## config.mk

```make
export PLATFORM = sky130hd
export DESIGN_NAME = gpio_turnaround_ctrl_flat
export DESIGN_NICKNAME = d
export VERILOG_FILES = /design/src/rtl/gpio_turnaround_ctrl_pkg.sv /design/src/rtl/gpio_turnaround_ctrl_if.sv /design/src/rtl/gpio_turnaround_ctrl_sync.sv /design/src/rtl/gpio_turnaround_ctrl.sv /design/src/flat_wrapper.sv
export SDC_FILE = /design/constraint.sdc
export NUM_CORES = 1
export LEC_CHECK = 0
export CORE_MARGIN = 4
export CORE_UTILIZATION = 30
export CTS_CLUSTER_DIAMETER = 120
export DETAILED_ROUTE_END_ITERATION = 8
export SKIP_LAST_GASP = 1
export SYNTH_ARGS = -nofsm -noshare
export SYNTH_HDL_FRONTEND = slang
export SYNTH_SLANG_ARGS = --single-unit
```

## constraint.sdc

```tcl
create_clock -name clk -period 1.7 [get_ports clk]
set_clock_uncertainty 0.1 [all_clocks]
set_input_delay 0.34 -clock clk [delete_from_list [all_inputs] [get_ports clk]]
set_output_delay 0.34 -clock clk [all_outputs]
set_load 0.01 [all_outputs]
```

## src/rtl/gpio_turnaround_ctrl_pkg.sv

```systemverilog
// Shared definitions for the GPIO bus-turnaround controller: state encoding,
// pad direction constants, parameter defaults and small helpers.
package gpio_ctrl_pkg;

  // Parameter defaults for the controller and its interface.
  localparam int WIDTH_DEFAULT = 8;
  localparam int TURN_DEFAULT  = 2;
  localparam int SYNC_DEFAULT  = 2;

  // Pad cell DIR pin levels: 1 releases the pad, 0 drives it from A.
  localparam logic DIR_IN  = 1'b1;
  localparam logic DIR_OUT = 1'b0;

  // Controller states.
  //   ST_IN       pads released, idle
  //   ST_TURN_OUT pads released, dead time before driving
  //   ST_OUT      pads driven, idle
  //   ST_TURN_IN  pads released, dead time before sampling
  //   ST_SAMPLE   waiting for the input synchronizer to flush
  typedef enum logic [2:0] {
    ST_IN       = 3'd0,
    ST_TURN_OUT = 3'd1,
    ST_OUT      = 3'd2,
    ST_TURN_IN  = 3'd3,
    ST_SAMPLE   = 3'd4
  } state_t;

  // Width of the shared phase down-counter; large enough for either load.
  function automatic int cnt_width(input int turn, input int sync);
    return $clog2(turn + sync + 1);
  endfunction

  // Requests are only taken while the bank is settled in one direction.
  function automatic logic state_accepts(input state_t st);
    return (st == ST_IN) || (st == ST_OUT);
  endfunction

endpackage

```

## src/rtl/gpio_turnaround_ctrl_if.sv

```systemverilog
// Fabric-side request/response bundle of the GPIO turnaround controller.
//
// Handshake: a request transfers on a rising clk edge where req_valid and
// req_ready are both 1; req_write/req_data are only looked at on that edge.
// The requester may hold req_valid high while req_ready is low. Completion is
// a single-cycle rsp_valid pulse with rsp_data valid in the same cycle; there
// is no response backpressure. busy is the inverse of req_ready.
interface gpio_turnaround_ctrl_if
  import gpio_ctrl_pkg::*;
#(
  parameter int WIDTH = WIDTH_DEFAULT
);

  logic             req_valid;
  logic             req_ready;
  logic             req_write;
  logic [WIDTH-1:0] req_data;
  logic             rsp_valid;
  logic [WIDTH-1:0] rsp_data;
  logic             busy;

  // Fabric-side logic issuing requests.
  modport master (
    output req_valid,
    output req_write,
    output req_data,
    input  req_ready,
    input  rsp_valid,
    input  rsp_data,
    input  busy
  );

  // The turnaround controller.
  modport slave (
    input  req_valid,
    input  req_write,
    input  req_data,
    output req_ready,
    output rsp_valid,
    output rsp_data,
    output busy
  );

endinterface

```

## src/rtl/gpio_turnaround_ctrl_sync.sv

```systemverilog
// Multi-stage flop chain bringing the asynchronous pad Y pins into the clk
// domain. It runs continuously; the controller decides when to trust it.
module gpio_sync #(
  parameter int WIDTH = 8,
  parameter int SYNC  = 2
) (
  input  logic             clk,
  input  logic             rst,
  input  logic [WIDTH-1:0] d,
  output logic [WIDTH-1:0] q
);

  logic [SYNC-1:0][WIDTH-1:0] stage_q;

  // Shift the pad value one stage per clock; stage 0 is the first capture.
  always_ff @(posedge clk) begin
    if (rst) begin
      stage_q <= '0;
    end else begin
      stage_q <= {stage_q[SYNC-2:0], d};
    end
  end

  assign q = stage_q[SYNC-1];

endmodule

```

## src/rtl/gpio_turnaround_ctrl.sv

```systemverilog
// Bus-turnaround controller for a bank of GPIO pads sharing one DIR line.
// Serializes fabric reads and writes, inserts dead cycles on every direction
// change so the bank never drives while the far side may still be driving,
// and returns synchronized pad data on reads.
module gpio_turnaround_ctrl
  import gpio_ctrl_pkg::*;
#(
  parameter int WIDTH = WIDTH_DEFAULT,
  parameter int TURN  = TURN_DEFAULT,
  parameter int SYNC  = SYNC_DEFAULT
) (
  input  logic                   clk,
  input  logic                   rst,
  gpio_turnaround_ctrl_if.slave  bus,
  output logic [WIDTH-1:0]       gpio_a,
  output logic [WIDTH-1:0]       gpio_dir,
  input  logic [WIDTH-1:0]       gpio_y,
  output state_t                 dbg_state
);

  // Reject configurations that would break the dead-time guarantee or leave
  // the synchronizer with a single flop.
  if (TURN < 1) begin : g_bad_turn
    $error("gpio_turnaround_ctrl: TURN must be >= 1");
  end
  if (SYNC < 2) begin : g_bad_sync
    $error("gpio_turnaround_ctrl: SYNC must be >= 2");
  end

  localparam int            CW        = cnt_width(TURN, SYNC);
  localparam logic [CW-1:0] TURN_LOAD = CW'(TURN - 1);
  localparam logic [CW-1:0] SYNC_LOAD = CW'(SYNC - 1);

  state_t           state;
  logic [CW-1:0]    cnt;
  logic             dir_q;
  logic [WIDTH-1:0] gpio_a_q;
  logic             rsp_valid_q;
  logic             rsp_from_pad;
  logic [WIDTH-1:0] rsp_hold;
  logic [WIDTH-1:0] sync_q;
  logic             ready;
  logic             accept;

  gpio_sync #(
    .WIDTH (WIDTH),
    .SYNC  (SYNC)
  ) u_sync (
    .clk (clk),
    .rst (rst),
    .d   (gpio_y),
    .q   (sync_q)
  );

  assign ready  = state_accepts(state);
  assign accept = bus.req_valid & ready;

  // Controller FSM: state, phase counter and all registered pad/response
  // outputs. Each timed phase loads the counter on entry (value N-1 so the
  // phase lasts N cycles) and leaves when the counter reads zero.
  always_ff @(posedge clk) begin
    if (rst) begin
      state        <= ST_IN;
      cnt          <= '0;
      dir_q        <= DIR_IN;
      gpio_a_q     <= '0;
      rsp_valid_q  <= 1'b0;
      rsp_from_pad <= 1'b0;
      rsp_hold     <= '0;
    end else begin
      rsp_valid_q  <= 1'b0;
      rsp_from_pad <= 1'b0;
      // Freeze the read result after its completion cycle so rsp_data stays
      // stable instead of following the pads.
      if (rsp_from_pad) begin
        rsp_hold <= sync_q;
      end
      case (state)
        ST_IN: begin
          if (accept) begin
            if (bus.req_write) begin
              gpio_a_q <= bus.req_data;
              cnt      <= TURN_LOAD;
              state    <= ST_TURN_OUT;
            end else begin
              cnt   <= SYNC_LOAD;
              state <= ST_SAMPLE;
            end
          end
        end
        ST_TURN_OUT: begin
          if (cnt == '0) begin
            dir_q       <= DIR_OUT;
            rsp_valid_q <= 1'b1;
            rsp_hold    <= gpio_a_q;
            state       <= ST_OUT;
          end else begin
            cnt <= cnt - 1'b1;
          end
        end
        ST_OUT: begin
          if (accept) begin
            if (bus.req_write) begin
              gpio_a_q    <= bus.req_data;
              rsp_valid_q <= 1'b1;
              rsp_hold    <= bus.req_data;
            end else begin
              dir_q <= DIR_IN;
              cnt   <= TURN_LOAD;
              state <= ST_TURN_IN;
            end
          end
        end
        ST_TURN_IN: begin
          if (cnt == '0) begin
            cnt   <= SYNC_LOAD;
            state <= ST_SAMPLE;
          end else begin
            cnt <= cnt - 1'b1;
          end
        end
        ST_SAMPLE: begin
          if (cnt == '0) begin
            rsp_valid_q  <= 1'b1;
            rsp_from_pad <= 1'b1;
            state        <= ST_IN;
          end else begin
            cnt <= cnt - 1'b1;
          end
        end
        default: begin
          dir_q <= DIR_IN;
          state <= ST_IN;
        end
      endcase
    end
  end

  // On a read completion the synchronizer output is passed straight through
  // so the returned value is the freshest fully synchronized pad sample.
  assign bus.rsp_data  = rsp_from_pad ? sync_q : rsp_hold;
  assign bus.rsp_valid = rsp_valid_q;
  assign bus.req_ready = ready;
  assign bus.busy      = ~ready;
  assign gpio_a        = gpio_a_q;
  assign gpio_dir      = {WIDTH{dir_q}};
  assign dbg_state     = state;

endmodule

```

## src/flat_wrapper.sv

```systemverilog
// flat-port wrapper written by rule: the top's interface ports become plain ports
module gpio_turnaround_ctrl_flat import gpio_ctrl_pkg::*;
#(
  parameter int WIDTH = WIDTH_DEFAULT,
  parameter int TURN  = TURN_DEFAULT,
  parameter int SYNC  = SYNC_DEFAULT
)
  (clk, rst, gpio_a, gpio_dir, gpio_y, dbg_state, bus_req_valid, bus_req_write, bus_req_data, bus_req_ready, bus_rsp_valid, bus_rsp_data, bus_busy);
  gpio_turnaround_ctrl_if #(.WIDTH(WIDTH)) bus_i ();
  input  logic clk;
  input  logic rst;
  output logic [WIDTH-1:0] gpio_a;
  output logic [WIDTH-1:0] gpio_dir;
  input  logic [WIDTH-1:0] gpio_y;
  output state_t dbg_state;
  input wire logic [$bits(bus_i.req_valid)-1:0] bus_req_valid;
  input wire logic [$bits(bus_i.req_write)-1:0] bus_req_write;
  input wire logic [$bits(bus_i.req_data)-1:0] bus_req_data;
  output wire logic [$bits(bus_i.req_ready)-1:0] bus_req_ready;
  output wire logic [$bits(bus_i.rsp_valid)-1:0] bus_rsp_valid;
  output wire logic [$bits(bus_i.rsp_data)-1:0] bus_rsp_data;
  output wire logic [$bits(bus_i.busy)-1:0] bus_busy;
  assign bus_i.req_valid = bus_req_valid;
  assign bus_i.req_write = bus_req_write;
  assign bus_i.req_data = bus_req_data;
  assign bus_req_ready = bus_i.req_ready;
  assign bus_rsp_valid = bus_i.rsp_valid;
  assign bus_rsp_data = bus_i.rsp_data;
  assign bus_busy = bus_i.busy;
  gpio_turnaround_ctrl #(.WIDTH(WIDTH), .TURN(TURN), .SYNC(SYNC)) u_core (.clk(clk), .rst(rst), .bus(bus_i), .gpio_a(gpio_a), .gpio_dir(gpio_dir), .gpio_y(gpio_y), .dbg_state(dbg_state));
endmodule
```

## After elaboration in Yosys (flattened, before gate mapping)

Cells that the tools add are included.

| cells by class | value |
|---|---|
| add/subtract/negate cells | 1 |
| multiply operators | 0 |
| divide/modulo/power cells | 0 |
| $lt $le $gt $ge | 0 |
| equality and inequality tests | 11 |
| shift operators | 0 |
| muxes and demuxes | 27 |
| bitwise operators | 4 |
| reduce and logical (&&, ||, !) cells | 12 |

Operators with widths:

| operator | count |
|---|---|
| $mux 3 | 12 |
| $mux 8 | 4 |
| $pmux 8 s2 | 1 |
| $pmux 3 s5 | 1 |
| $pmux 3 s4 | 1 |
| $ne 2x1->1 const B | 5 |
| $eq 3x2->1 const B | 2 |
| $logic_not 3->1 | 2 |
| $mux 1 | 6 |
| $reduce_and 6->1 | 1 |
| $reduce_or 2->1 | 3 |
| $reduce_and 5->1 | 1 |
| $ne 2x2->1 const B | 2 |
| $reduce_and 4->1 | 1 |
| $reduce_bool 4->1 | 1 |
| $eq 3x1->1 const B | 1 |
| $eq 3x3->1 const B | 1 |
| $not 1->1 | 3 |
| $pmux 1 s3 | 1 |
| $reduce_and 3->1 | 1 |
| $reduce_or 3->1 | 1 |
| $sub 3x1->3 const B | 1 |
| $pmux 1 s2 | 1 |
| $and 1x1->1 | 1 |
| $logic_or 1x1->1 | 1 |

| storage, ports and cells | value |
|---|---|
| register bits | 41 |
| latch bits | 0 |
| bits in writable memories | 0 |
| bits in read-only memories | 0 |
| bits of input ports | 20 |
| word-level logic and storage cells | 64 |
| memories kept | 0 |

## Logic depth before layout (Yosys ltp)

| logic depth | value |
|---|---|
| depth in word-level cells | 5 |
| mapped depth | 6 |

## Cells and area by module

Synthesis repeated with hierarchy kept, for this count alone.

| second synthesis, totals | value |
|---|---|
| cells, all modules | 195 |
| area total of the unflattened synthesis | 1881.8 sq um |

By module, submodules not included:

| module | instances | cells each | area each (sq um) |
|---|---|---|---|
| gpio_turnaround_ctrl | 1 | 154 | 1357.6 |
| gpio_sync | 1 | 41 | 524.3 |

## Worst setup path after synthesis

No wires, ideal clock.

| timing | value |
|---|---|
| kind | flip-flop to flip-flop |
| from | reg u_core.cnt[0] |
| to | reg u_core.cnt[0] |
| library setup time | 134 ps |
| data arrival time | 1397 ps |
| required time | 1466 ps |
| path slack | 69 ps |
| stages on the path, launching flop included | 7 |
| buffers on the path | 0 |
| cells stage by stage | dfxtp_1 > inv_1 > ha_1 > and2b_1 > or4_1 > a21oi_1 > nor4_1 |

| between the ends | value |
|---|---|
| cells in the longest elaborated chain, start to end | 3 |

Ends and longest elaborated chain:

| item | RTL line | source |
|---|---|---|
| start: declaration | gpio_turnaround_ctrl.sv:35 | `logic [CW-1:0] cnt;` |
| start signal: assignment | gpio_turnaround_ctrl.sv:98 | `cnt <= cnt - 1'b1;` |
| start signal: assignment | gpio_turnaround_ctrl.sv:119 | `cnt <= cnt - 1'b1;` |
| start signal: assignment | gpio_turnaround_ctrl.sv:128 | `cnt <= cnt - 1'b1;` |
| $sub 3x1->3 or $logic_not 3->1 (tied branches) | -- |  |
| $mux 3 (tied with other cells) | gpio_turnaround_ctrl.sv:92, gpio_turnaround_ctrl.sv:123 |  |
| $pmux 3 s4 or $reduce_and 5->1 (tied branches) | -- |  |

Several ways; a longest one is shown, not always the timed one. The select of a mux whose other input is x is not followed.
A chain may end at the register's enable or synchronous reset.

## Final worst setup path

| timing | value |
|---|---|
| from | reg u_core.rsp_from_pad |
| to | out bus_rsp_data[1] |

| between the ends | value |
|---|---|
| cells in the longest elaborated chain, start to end | 1 |

Ends and longest elaborated chain:

| item | RTL line | source |
|---|---|---|
| start: declaration | gpio_turnaround_ctrl.sv:39 | `logic rsp_from_pad;` |
| start signal: assignment | gpio_turnaround_ctrl.sv:68 | `rsp_from_pad <= 1'b0;` |
| start signal: assignment | gpio_turnaround_ctrl.sv:72 | `rsp_from_pad <= 1'b0;` |
| start signal: assignment | gpio_turnaround_ctrl.sv:125 | `rsp_from_pad <= 1'b1;` |
| $mux 8 | gpio_turnaround_ctrl.sv:141 | `assign bus.rsp_data = rsp_from_pad ? sync_q : rsp_hold;` |
| end: declaration | flat_wrapper.sv:21 | `output wire logic [$bits(bus_i.rsp_data)-1:0] bus_rsp_data;` |

Every way passes these cells.

==> results.toml <==
[run_status]
outcome = "complete, but fails checks"
violated_checks = "negative setup slack"

[grt]
grt.met3_usage = 0.0341
antenna_found_initial = 0
grt_pass1_vias = 1636
grt_start_max_net_pins = 21
top_usage_layer = "met2"
grt_first_pass_wirelength_um = 7780
grt_use_total = 0.130
globalRouteMet2Util = 0.210
grt-ovfl-total = 0
groute.layer.met1.usage = 0.171

[finish]
area.growth.synth_to_final_pct = 53.5
final_antenna_diode_count = 0
fraction_of_final_layout_cells_with_drive_strength_greater_than_1 = 0.303
final_nets = 308
fin_cells = 362

[placement]
numPortBuffers = 49
hpwlAfterDp_um = 3400
gp_routability_congestion = 0.829
dp_slack_ns = -0.267
inst_count_dp = 350

[setup_path]
crit_arrival_ns = 1.27
critPathCaptureType = "output pin"
critical_path_s_slowest_cell = "dfxtp_4"
critical_path_peak_fanout = 7
timing.critical_path.mode_cell = "buf_6"
nature_of_the_critical_path_startpoint = "register"
path_cells = "buf_6 > mux2_4 > buf_6"
path_class = "reg -> out"
timing.critical_path.required_ns = 1.26
cpPeakStageDelay_ns = 0.42

[yosys]
synth_enable_flop_cells = 0
number_of_different_library_cells_in_the_post_synthesis_netlist = 39
share_of_synthesized_registers_carrying_an_async_set_or_reset = 0
synth_ff_type = "dfxtp_1"
ys.warnings.count = 0
post_synth.cell_area_avg_um2 = 9.09
synth_seq_area_share = 0.436
netlist_instances = 207
synth_seq_cells = 41
net_count_of_the_mapped_netlist = 229
synthesis.area_um2 = 1880

[power]
power.combinational.fraction = 0.257
ir_worst_vdd_uv = 504
pwr_density_cell_nw_per_um2 = 863
total_leakage_power_nw = 1.20
seqPwrFrac = 0.425
netSwitchingPower_w = 0.000678
clkPwrFrac = 0.318
internal_power_w = 0.00182
sw_frac_of_total = 0.272

[worst_hold_path]
hp-class = "reg -> reg"

[timing]
fin_crit_sh = 1.01
layout_setup_ws_ns = -0.0111
final_period_minus_worst_setup_slack_ns = 1.71
timing.max_slew.rel_slack = 0.821
hold_viol_final = 0
fmax_ghz = 0.584
rsz_0062_raised_after_global_routing = "yes"
report.final.setup_viol = 4
timing_worst_slew_pin_value_ns = 0.268
slew_violations = 0

[drt]
route.detailed.drc = 0
via_count = 1703
antenna_violating_nets_post_route = 0
drt_wl_total_um = 4730
avgRoutedWirePerCell_um = 13.1
dr.pass1.iters = 4
drt_iter0_drc = 89
vias_per_cell = 4.70

[clock_tree]
cts_made_buffers = 5
numClockSinks = 41
cts.path.max_buffers = 2
cts.reportedPaths.clkPinSlew_ns = 0.08
cts_tree = "built"
clkLatencyLatePin_ns = 0.29
cts.htree.levels = 2
clockRootBuffer = "clkbuf_8"

[die]
die-width_um = 87.2
placementRows = 28
die_area_um2 = 7600
initial_utilization = 0.314
core_area_um2 = 5990
die_y_um = 87.2
design.portCount = 50

[flow_run]
max_cap_viol_count = 0
==> logic make-up (layout without fill, tap and decap cells) <==
logic type               after synthesis  count (layout)  share of synthesized area
XOR/XNOR                               1               1                    0.00466
AND/OR/NAND/NOR                       77              77                      0.239
AO/OA/AOI/OAI                         50              50                      0.169
flip-flops                            41              41                      0.436
buffers and inverters                 26             106                     0.0791
adder cells (fa/ha/maj)                2               2                     0.0133
multiplexers                          10              10                     0.0585
==> registers in the layout (all words and copies together), names as in the netlist <==
register,cells
u_core.bus.rsp_valid,1
u_core.cnt,3
u_core.dbg_state,3
u_core.dir_q,1
u_core.gpio_a,8
u_core.rsp_from_pad,1
u_core.rsp_hold,8
u_core.u_sync.q,8
u_core.u_sync.stage_q,8
==> synth_stat cells, types with 2 or more instances <==
cell,n,area share
nor2_1,4,0.0080
nand2_1,28,0.056
o21ai_0,9,0.024
clkbuf_1,6,0.012
nand2b_1,4,0.013
nor3b_1,9,0.036
a21oi_1,19,0.051
nor2b_1,18,0.060
a211o_1,5,0.023
buf_4,10,0.040
mux2_2,8,0.048
a221o_1,3,0.016
nor3_1,3,0.0080
inv_1,4,0.0080
dfxtp_1,41,0.44
buf_2,5,0.013
mux2i_1,2,0.011
ha_1,2,0.013
a22oi_1,6,0.024
nor4b_1,2,0.0093
==> critical path, delay by kind of cell (launching register included) <==
kind	cells	cell delay, ns
flip-flops	1	0.42
multiplexers	1	0.30
buffers and inverters	2	0.24
==> per-stage QoR <==
stage	hold slack (ns)	TNS, ns	cell area (um2)	power, W	util
after floorplan	0.314	0	1880	0.00139	-
after global placement	0.319	-3.33	2650	0.00169	0.443
after detailed placement	0.320	-3.56	2650	0.00169	0.443
after CTS	0.348	-0.346	2790	0.00249	0.465
after global routing	0.358	-0.250	2890	0.00263	0.482
final	0.341	-0.0243	2890	0.00249	0.482
==> repair_timing <==
item                                    4_1_cts  5_1_grt
buffers inserted                              1        4
hold buffers                                  0        0
endpoints found under the setup margin       24       30
resized for setup                            51       32
==> routing by layer <==
metal,wire [um],part of all wire
met1,2200,0.46
met2,2220,0.47
met3,294,0.062
met4,15,0.0032
met5,0,0
==> worst paths after layout <==
path,startpoint,endpoint,slack [ns],cells after the start
worst max-delay path,u_core.rsp_from_pad,bus_rsp_data[1],-0.01,3
worst min-delay path,u_core.u_sync.stage_q[3],u_core.u_sync.q[3],0.34,1
worst max register to register,u_core.cnt[0],u_core.dbg_state[2],0.05,7
worst min register to register,u_core.u_sync.stage_q[3],u_core.u_sync.q[3],0.34,1
==> power groups by stage <==
stage / logic, W / clock network [W] / registers, W
2_1_floorplan: 0.000316 / 0 / 0.00107
3_3_place_gp: 0.000610 / 0 / 0.00108
3_5_place_dp: 0.000612 / 0 / 0.00108
4_1_cts: 0.000616 / 0.000819 / 0.00106
5_1_grt: 0.000701 / 0.000859 / 0.00107
6_report: 0.000641 / 0.000793 / 0.00106
==> cells in the final DEF, fill, tap and decap left out, types with 2 or more instances in the layout <==
cell             synthesis  layout
a211o_1                  5       5
a21oi_1                 19      18
a221o_1                  3       3
a22oi_1                  6       6
buf_2                    5       3
buf_4                   10      42
buf_6                    1       7
clkbuf_2                 0       2
clkbuf_8                 0       5
clkdlybuf4s50_1          0      23
dfxtp_1                 41      34
dfxtp_2                  0       4
dfxtp_4                  0       3
dlygate4sd2_1            0       3
dlymetal6s2s_1           0      13
inv_1                    4       4
mux2_2                   8       4
mux2_4                   0       4
mux2i_1                  2       2
nand2_1                 28      28
nand2b_1                 4       3
nand4bb_4                1       2
nor2_1                   4       4
nor2b_1                 18      18
nor3_1                   3       3
nor3b_1                  9       8
nor4b_1                  2       2
o21ai_0                  9       8
o21ai_1                  1       2
==> area by class of cell <==
class                           count  area (um2)
Fill cell                         581        3100
Multi-Input combinational cell    140         978
Timing Repair Buffer               94         848
Sequential cell                    41         837
Tap cell                           75        93.8
Clock buffer                        5        68.8
Clock inverter                      3        46.3
Inverter                            4        15.0
No activity file was read; power rests on OpenSTA's default activity.
